--- src/rtl/ddr_wr_arbiter_if.sv ---
// ddr_wr_arbiter_if: requester/FIFO-side signal bundle of the DDR write-port arbiter.
//   req       requester write requests, one bit per requester
//   wdata_in  packed requester data, requester i at [i*DATA_WIDTH +: DATA_WIDTH]
//   full      registered FIFO full flag
//   gnt       one-hot grant (registered)
//   ack       per-requester beat accepted this cycle
//   w_en      FIFO write enable
//   wdata     FIFO write data
//   busy      a grant is active
// Modports: master = arbiter side, slave = requesters/FIFO side.
interface ddr_wr_arbiter_if #(
  parameter int unsigned NUM_REQ    = 4,
  parameter int unsigned DATA_WIDTH = 8
);
  logic [NUM_REQ-1:0]            req;
  logic [NUM_REQ*DATA_WIDTH-1:0] wdata_in;
  logic                          full;
  logic [NUM_REQ-1:0]            gnt;
  logic [NUM_REQ-1:0]            ack;
  logic                          w_en;
  logic [DATA_WIDTH-1:0]         wdata;
  logic                          busy;

  modport master (
    input  req, wdata_in, full,
    output gnt, ack, w_en, wdata, busy
  );

  modport slave (
    output req, wdata_in, full,
    input  gnt, ack, w_en, wdata, busy
  );
endinterface

--- src/rtl/ddr_wr_arbiter.sv ---
// ddr_wr_arbiter: round-robin arbiter sharing the async write FIFO's single
// write port between NUM_REQ requesters in the write clock domain.
// Ports:
//   wclk  write-domain clock
//   wrst  asynchronous active-high reset
//   bus   ddr_wr_arbiter_if.master (req, wdata_in, full in; gnt, ack, w_en, wdata, busy out)
// Build option: WR_ARB_BURST_LOCK_EN defined -> a grant is held for up to
// BURST_LEN beats; undefined -> the grant is released after every accepted beat.
module ddr_wr_arbiter #(
  parameter int unsigned NUM_REQ    = 4,
  parameter int unsigned DATA_WIDTH = 8,
  parameter int unsigned BURST_LEN  = 4
) (
  input  logic                  wclk,
  input  logic                  wrst,
  ddr_wr_arbiter_if.master      bus
);

  localparam int unsigned OWN_W = (NUM_REQ > 1) ? $clog2(NUM_REQ) : 1;
  localparam int unsigned CNT_W = $clog2(BURST_LEN) + 1;

  typedef enum logic {IDLE, BURST} state_e;

  state_e               state_q, state_d;
  logic [NUM_REQ-1:0]   gnt_q, gnt_d;
  logic [OWN_W-1:0]     owner_q, owner_d;
  logic [OWN_W-1:0]     rr_q, rr_d;
  logic [CNT_W-1:0]     beat_cnt_q, beat_cnt_d;

  logic [OWN_W-1:0]      sel_idx;
  logic                  sel_found;
  logic [OWN_W-1:0]      cand;
  int unsigned           idx;
  logic                  req_own;
  logic                  last_beat;
  logic                  release_c;
  logic                  w_en_c;
  logic [NUM_REQ-1:0]    ack_c;
  logic [DATA_WIDTH-1:0] wdata_c;

  // State register
  always_ff @(posedge wclk or posedge wrst) begin
    if (wrst) begin
      state_q    <= IDLE;
      gnt_q      <= '0;
      owner_q    <= '0;
      rr_q       <= '0;
      beat_cnt_q <= '0;
    end else begin
      state_q    <= state_d;
      gnt_q      <= gnt_d;
      owner_q    <= owner_d;
      rr_q       <= rr_d;
      beat_cnt_q <= beat_cnt_d;
    end
  end

  // Next-state and write-port outputs
  always_comb begin
    state_d    = state_q;
    gnt_d      = gnt_q;
    owner_d    = owner_q;
    rr_d       = rr_q;
    beat_cnt_d = beat_cnt_q;
    sel_idx    = rr_q;
    sel_found  = 1'b0;
    cand       = '0;
    idx        = 0;
    wdata_c    = '0;

    // First requesting index at or above rr_q, wrapping modulo NUM_REQ
    for (int unsigned k = 0; k < NUM_REQ; k++) begin
      idx = 32'(rr_q) + k;
      if (idx >= NUM_REQ) idx = idx - NUM_REQ;
      cand = OWN_W'(idx);
      if (!sel_found && bus.req[cand]) begin
        sel_found = 1'b1;
        sel_idx   = cand;
      end
    end

    req_own = bus.req[owner_q];
    // State is cleared asynchronously, so w_en drops the moment wrst rises
    w_en_c  = (state_q == BURST) && req_own && !bus.full;
    ack_c   = gnt_q & {NUM_REQ{w_en_c}};

    for (int unsigned i = 0; i < NUM_REQ; i++) begin
      if ((gnt_q != '0) && (owner_q == OWN_W'(i))) begin
        wdata_c = bus.wdata_in[i*DATA_WIDTH +: DATA_WIDTH];
      end
    end

`ifdef WR_ARB_BURST_LOCK_EN
    last_beat = (beat_cnt_q == CNT_W'(BURST_LEN - 1));
`else
    last_beat = 1'b1;
`endif
    // A full stall (w_en=0 with req held) never releases the grant
    release_c = (w_en_c && last_beat) || !req_own;

    unique case (state_q)
      IDLE: begin
        if (sel_found) begin
          gnt_d      = NUM_REQ'(1) << sel_idx;
          owner_d    = sel_idx;
          beat_cnt_d = '0;
          state_d    = BURST;
        end
      end
      BURST: begin
        if (w_en_c) beat_cnt_d = beat_cnt_q + CNT_W'(1);
        if (release_c) begin
          gnt_d   = '0;
          rr_d    = (owner_q == OWN_W'(NUM_REQ - 1)) ? '0 : owner_q + OWN_W'(1);
          state_d = IDLE;
        end
      end
      default: state_d = IDLE;
    endcase
  end

  assign bus.gnt   = gnt_q;
  assign bus.ack   = ack_c;
  assign bus.w_en  = w_en_c;
  assign bus.wdata = wdata_c;
  assign bus.busy  = (state_q == BURST);

endmodule

--- src/flat_wrapper.sv ---
// flat-port wrapper written by rule: the top's interface ports become plain ports
module ddr_wr_arbiter_flat 
#(
  parameter int unsigned NUM_REQ    = 4,
  parameter int unsigned DATA_WIDTH = 8,
  parameter int unsigned BURST_LEN  = 4
)
  (wclk, wrst, bus_req, bus_wdata_in, bus_full, bus_gnt, bus_ack, bus_w_en, bus_wdata, bus_busy);
  ddr_wr_arbiter_if #(.NUM_REQ(NUM_REQ), .DATA_WIDTH(DATA_WIDTH)) bus_i ();
  input  logic wclk;
  input  logic wrst;
  input wire logic [$bits(bus_i.req)-1:0] bus_req;
  input wire logic [$bits(bus_i.wdata_in)-1:0] bus_wdata_in;
  input wire logic [$bits(bus_i.full)-1:0] bus_full;
  output wire logic [$bits(bus_i.gnt)-1:0] bus_gnt;
  output wire logic [$bits(bus_i.ack)-1:0] bus_ack;
  output wire logic [$bits(bus_i.w_en)-1:0] bus_w_en;
  output wire logic [$bits(bus_i.wdata)-1:0] bus_wdata;
  output wire logic [$bits(bus_i.busy)-1:0] bus_busy;
  assign bus_i.req = bus_req;
  assign bus_i.wdata_in = bus_wdata_in;
  assign bus_i.full = bus_full;
  assign bus_gnt = bus_i.gnt;
  assign bus_ack = bus_i.ack;
  assign bus_w_en = bus_i.w_en;
  assign bus_wdata = bus_i.wdata;
  assign bus_busy = bus_i.busy;
  ddr_wr_arbiter #(.NUM_REQ(NUM_REQ), .DATA_WIDTH(DATA_WIDTH), .BURST_LEN(BURST_LEN)) u_core (.wclk(wclk), .wrst(wrst), .bus(bus_i));
endmodule
--- config.mk ---
export PLATFORM = sky130hd
export DESIGN_NAME = ddr_wr_arbiter_flat
export DESIGN_NICKNAME = d
export VERILOG_FILES = /design/src/rtl/ddr_wr_arbiter_if.sv /design/src/rtl/ddr_wr_arbiter.sv /design/src/flat_wrapper.sv
export SDC_FILE = /design/constraint.sdc
export NUM_CORES = 1
export LEC_CHECK = 0
export BUFFER_PORTS_ARGS = -buffer_cell sky130_fd_sc_hd__buf_2
export CAP_MARGIN = 0
export CORE_UTILIZATION = 37
export CTS_CLUSTER_SIZE = 40
export DETAILED_ROUTE_END_ITERATION = 8
export PLACE_DENSITY = 0.75
export SYNTH_ARGS = -nofsm -noshare
export SYNTH_HDL_FRONTEND = slang
export SYNTH_SLANG_ARGS = --single-unit
--- constraint.sdc ---
create_clock -name wclk -period 1.7 [get_ports wclk]
set_clock_uncertainty 0.05 [all_clocks]
set_input_delay 0.085 -clock wclk [delete_from_list [all_inputs] [get_ports wclk]]
set_output_delay 0.085 -clock wclk [all_outputs]
set_load 0.1 [all_outputs]
Word level (Yosys, flattened, before mapping):

Index checks and enable logic that the tools add are counted.

* bits in registers: 9
* logic and storage cells: 82
* latch bits: 0
* RAM bits: 0
* output and inout port bits: 18
* memories: 0
* ROM bits: 0
* bits of input ports: 39

* add/subtract/negate cells: 8
* reductions and logical operators: 20
* shift operators: 1
* muxes and demuxes: 33
* bitwise operators: 2
* multipliers: 0
* eq/ne operators: 5
* magnitude comparators: 9
* divide/modulo/power cells: 0

Operators with widths (number)
* 8-bit 2-to-1 mux: 4
* 2-bit 2-to-1 mux: 9
* 2-bit by 3-bit less-than comparator with 1-bit output, second input constant: 5
* 1-bit 2-to-1 mux: 11
* 1-bit binary-select mux with 2-bit select: 5
* 3-bit greater-or-equal comparator, second input constant: 3
* 1-bit logical AND: 9
* 4-bit 2-to-1 mux: 2
* 4-bit one-hot mux with 2 select lines: 1
* 2-bit by 1-bit subtractor with 2-bit output, second input constant: 4
* 2-bit by 2-bit adder with 3-bit output, second input constant: 2
* 2-bit AND reduction: 3
* 1-bit zero test: 5
* 4-bit AND: 1
* 2-bit equality test, second input constant: 2
* 4-bit nonzero test: 1
* 1-bit by 2-bit << shifter with 4-bit output, first input constant: 1
* 2-bit by 1-bit adder with 3-bit output, second input constant: 1
* 2-bit by 3-bit greater-or-equal comparator with 1-bit output, second input constant: 1
* 2-bit by 1-bit adder with 2-bit output, second input constant: 1
* 2-bit by 1-bit equality test with 1-bit output, second input constant: 1
* 2-bit zero test: 1
* 2-bit by 1-bit inequality test with 1-bit output, second input constant: 1
* 2-bit inequality test, second input constant: 1
* 3 further kinds: 3

Longest topological paths before layout:

* depth after elaboration: 17
* depth in mapped cells: 8
* gate-level depth less buffers: 6

Worst setup path before layout:

No wires, ideal clock.

* path type: reg-to-output
* from: reg u_core.state_q, in the netlist u_core.bus.busy
* to: out bus_ack[0]
* stages on the path, launching flop included: 4
* path slack: -1817 ps
* buffers on the path: 0
* arrival: 3382 ps
* required time: 1565 ps
* path through: dfrtp_1 > nand2_1 > nor2_1 > and2_1

* cells in the longest elaborated chain, start to end: 3

Ends and longest elaborated chain
* start, declared: line ddr_wr_arbiter.sv:24 `state_e state_q, state_d;`
* start signal, assigned: line ddr_wr_arbiter.sv:50 `state_q <= state_d;`
* 1-bit logical AND (2 in series): line ddr_wr_arbiter.sv:84 `w_en_c = (state_q == BURST) && req_own && !bus.full;`
* named net bus_w_en: line flat_wrapper.sv:17 `output wire logic [$bits(bus_i.w_en)-1:0] bus_w_en;`
* 4-bit AND: line ddr_wr_arbiter.sv:85 `ack_c = gnt_q & {NUM_REQ{w_en_c}};`
* end, declared: line flat_wrapper.sv:16 `output wire logic [$bits(bus_i.ack)-1:0] bus_ack;`

The timed path passes the listed nets, and every way through them passes these cells.

Worst setup path in the final report:

* from: reg u_core.owner_q[1]
* to: out bus_wdata[2]

* cells in the longest elaborated chain, start to end: 6
* elaborated cells on any way between the ends: 12
* those cells by class: eq/ne: 3; mux: 4; reduce/logical: 5

Ends and longest elaborated chain
* start, declared: line ddr_wr_arbiter.sv:26 `logic [OWN_W-1:0] owner_q, owner_d;`
* start signal, assigned: line ddr_wr_arbiter.sv:52 `owner_q <= owner_d;`
* 2-bit zero test: line ddr_wr_arbiter.sv:88 `if ((gnt_q != '0) && (owner_q == OWN_W'(i))) begin`
* 1-bit logical AND: line ddr_wr_arbiter.sv:88
* 8-bit 2-to-1 mux (3 in series): line ddr_wr_arbiter.sv:88
* 8-bit 2-to-1 mux *: line ddr_wr_arbiter.sv:88
* end, declared: line flat_wrapper.sv:18 `output wire logic [$bits(bus_i.wdata)-1:0] bus_wdata;`

Every way passes the cells marked *; elsewhere a longest branch is shown, timed or not.

==> flow_summary.ini <==
[place]
dp_slack_ns = -0.1207
globalplace.congestion = 0.8766
io_buffer_count = 56
dp_hpwl_um = 2237
dpl-instance-area_sq_um = 1559

[global_routing]
grt_antenna_before_repair = 0
first_global_vias = 1005
track_usage_pct = 22.74
grt_first_pass_wirelength_um = 4360
gr-total-overflow = 0
grt_max_degree = 18

[final_layout]
finalInstanceArea_sq_um = 1745
final_common_cell = buf_2
final_cell_mix = 43 x buf_2, 13 x buf_12, 10 x nand2_1, 10 x buf_4
nets = 219
num_antenna_cells = 0
syn2layout_area_growth_pct = 101.6
fillCellCount = 144
drive_gt1_share_pct = 66.29

[clock_network]
root_buffer = clkbuf_4
tritoncts = built
insertion_delay_ns = 0.26
path_clk_slew_ns = 0.07
numCtsBuffers = 3
clock-sinks = 9
cts_buffer_depth = 2
htreeDepth = 1

[worst_setup_path]
crit_family = compound AO/OA/AOI/OAI gates
slowest_stage = dfrtp_1
cp-end-kind = output pin
cp_slowest_stage_delay_ns = 0.43
path_buf_inv = 3
startpoint_type = register
required_ns = 1.56
critPathLaunch = u_core.owner_q[1]
worstPathCellList = inv_2 > ha_4 > nor2b_4 > buf_6 > a221oi_2 > a211o_1 > a21oi_4 > buf_12
critPathMaxFanout = 8
critical_path_class = register to output pin
cp.arrival_ns = 1.96
reg2reg_from = u_core.owner_q[0]

[synth]
syn_avg_cell_area_sq_um = 8.325
ys_warn_count = 0
synth_top_cell_by_area = dfrtp_1
synthTopCellsByArea = dfrtp_1 26%, a211o_1 8.1%, a221oi_1 8.1%
syn_inst = 104
ys_seq_area_share_pct = 26.01
yosysTopAreaCellShare_pct = 26.01
syn_nets = 147
syn_area_sq_um = 865.8
ys_types = 32
synth_seq_cells = 9

[route]
drc = 0
vias = 1113
drtPass1Iterations = 4
wl_um = 3067
avgViaCountPerCell = 5.483
dr.first_iter.drc_count = 30
ant_nets = 0
routedWlPerCell_um = 15.11

[sta]
slew_headroom_pct = 63.55
final.min_clock_period_ns = 2.098
slew_viol_final = 0
tightest_slew_ns = 0.5468
setup_viol = 19
fin_ws_ns = -0.3979
max_freq_mhz = 476.7
grt_setup_unrepaired = true
finalCritPeriodShare_pct = 123.4
hold_violations = 0

[floorplan]
io_pins = 57
dieArea_sq_um = 2538
fp-row-count = 17
start_util_pct = 39.14
design.core.area_sq_um = 2212
die_h_um = 50.38
die_w_um = 50.38

[run]
drv_cap = 0

[min_path]
hold_class = input pin to register
worstHoldStart = bus_full

[run_status]
run_status = complete, but fails checks
violations = negative setup slack
==> repair_timing <==
item	CTS	global route
endpoints found under the hold margin	9	0
hold buffers	1	0
buffers inserted	2	5
resized for setup	3	19
endpoints found under the setup margin	16	17
pin swaps	2	12
==> state kept, by name (all words and copies together) (netlist names) <==
register,flops
u_core.bus.gnt,4
u_core.owner_q,2
u_core.bus.busy,1
u_core.rr_q,2
==> cells in the mapped netlist (all sizes together) <==
| master | n |
|---|---|
| a211o | 8 |
| a21boi | 1 |
| a21o | 1 |
| a21oi | 11 |
| a221oi | 8 |
| a22o | 1 |
| a32o | 1 |
| and2 | 4 |
| buf | 1 |
| clkbuf | 4 |
| dfrtp | 9 |
| ha | 4 |
| inv | 11 |
| mux2 | 3 |
| mux4 | 1 |
| nand2 | 13 |
| nand3 | 1 |
| nor2 | 4 |
| nor2b | 5 |
| nor4 | 2 |
| o21a | 1 |
| o21ai | 2 |
| o21ba | 1 |
| o2bb2ai | 2 |
| o31ai | 2 |
| or2 | 1 |
| or3 | 1 |
| or4 | 1 |
==> worst register-to-register path, stage by stage (launching register included) <==
cell and delay [ns]:
dfrtp_2 0.45, buf_6 0.13, mux4_2 0.55, buf_6 0.15
nand2_4 0.07, nand2_4 0.06, mux2_4 0.29
==> per-layer routing <==
| layer | GRT usage (%) | up-vias | routed length, um |
|---|---|---|---|
| li1 | - | 528 | - |
| met1 | 28.54 | 540 | 1278 |
| met2 | 39.56 | 43 | 1604 |
| met3 | 3.939 | 2 | 163 |
| met4 | 6.481 | 0 | 21 |
| met5 | 0 | - | 0 |
==> kinds of logic after synthesis <==
logic type / Yosys count / synth area share [%]
AO/OA/AOI/OAI: 39 / 34.54
adder cells (fa/ha/maj): 4 / 5.781
buffers and inverters: 16 / 7.080
flip-flops: 9 / 26.01
multiplexers: 4 / 7.370
AND/OR/NAND/NOR: 32 / 19.22
==> through the flow <==
stage	instances	setup TNS, ns	utilization [%]	hold slack (ns)
after detailed placement	191	-0.8439	70.48	0.02600
after global placement	191	-0.3291	70.48	0.007698
after floorplan	104	-3.878	-	-0.1373
after global routing	203	-5.652	78.90	0.08067
final	203	-4.671	78.90	0.07172
after CTS	198	-4.199	73.19	0.05918
==> area by class of cell <==
class                      count  area [sq um]  area share (%)
inverter                      11         43.79           2.509
sequential                     9         235.2           13.48
timing repair buffer          72         616.8           35.34
tap                           28         35.03           2.007
clock buffer                   4         26.28           1.505
multi-input combinational     79         788.3           45.16
==> final timing paths <==
kind	endpoint	slack (ns)	cells past startpoint
worst max-delay path	bus_wdata[2]	-0.40	8
worst min-delay path	u_core.bus.busy	0.07	3
worst max register to register	u_core.rr_q[1]	-0.15	6
worst min register to register	u_core.bus.gnt[1]	0.52	1
max in group asynchronous	u_core.bus.busy	1.03	3
min in group asynchronous	u_core.bus.busy	0.28	3
Power is not shown: default switching activity piles up to over one toggle a cycle in this logic, so the estimate is an artifact.
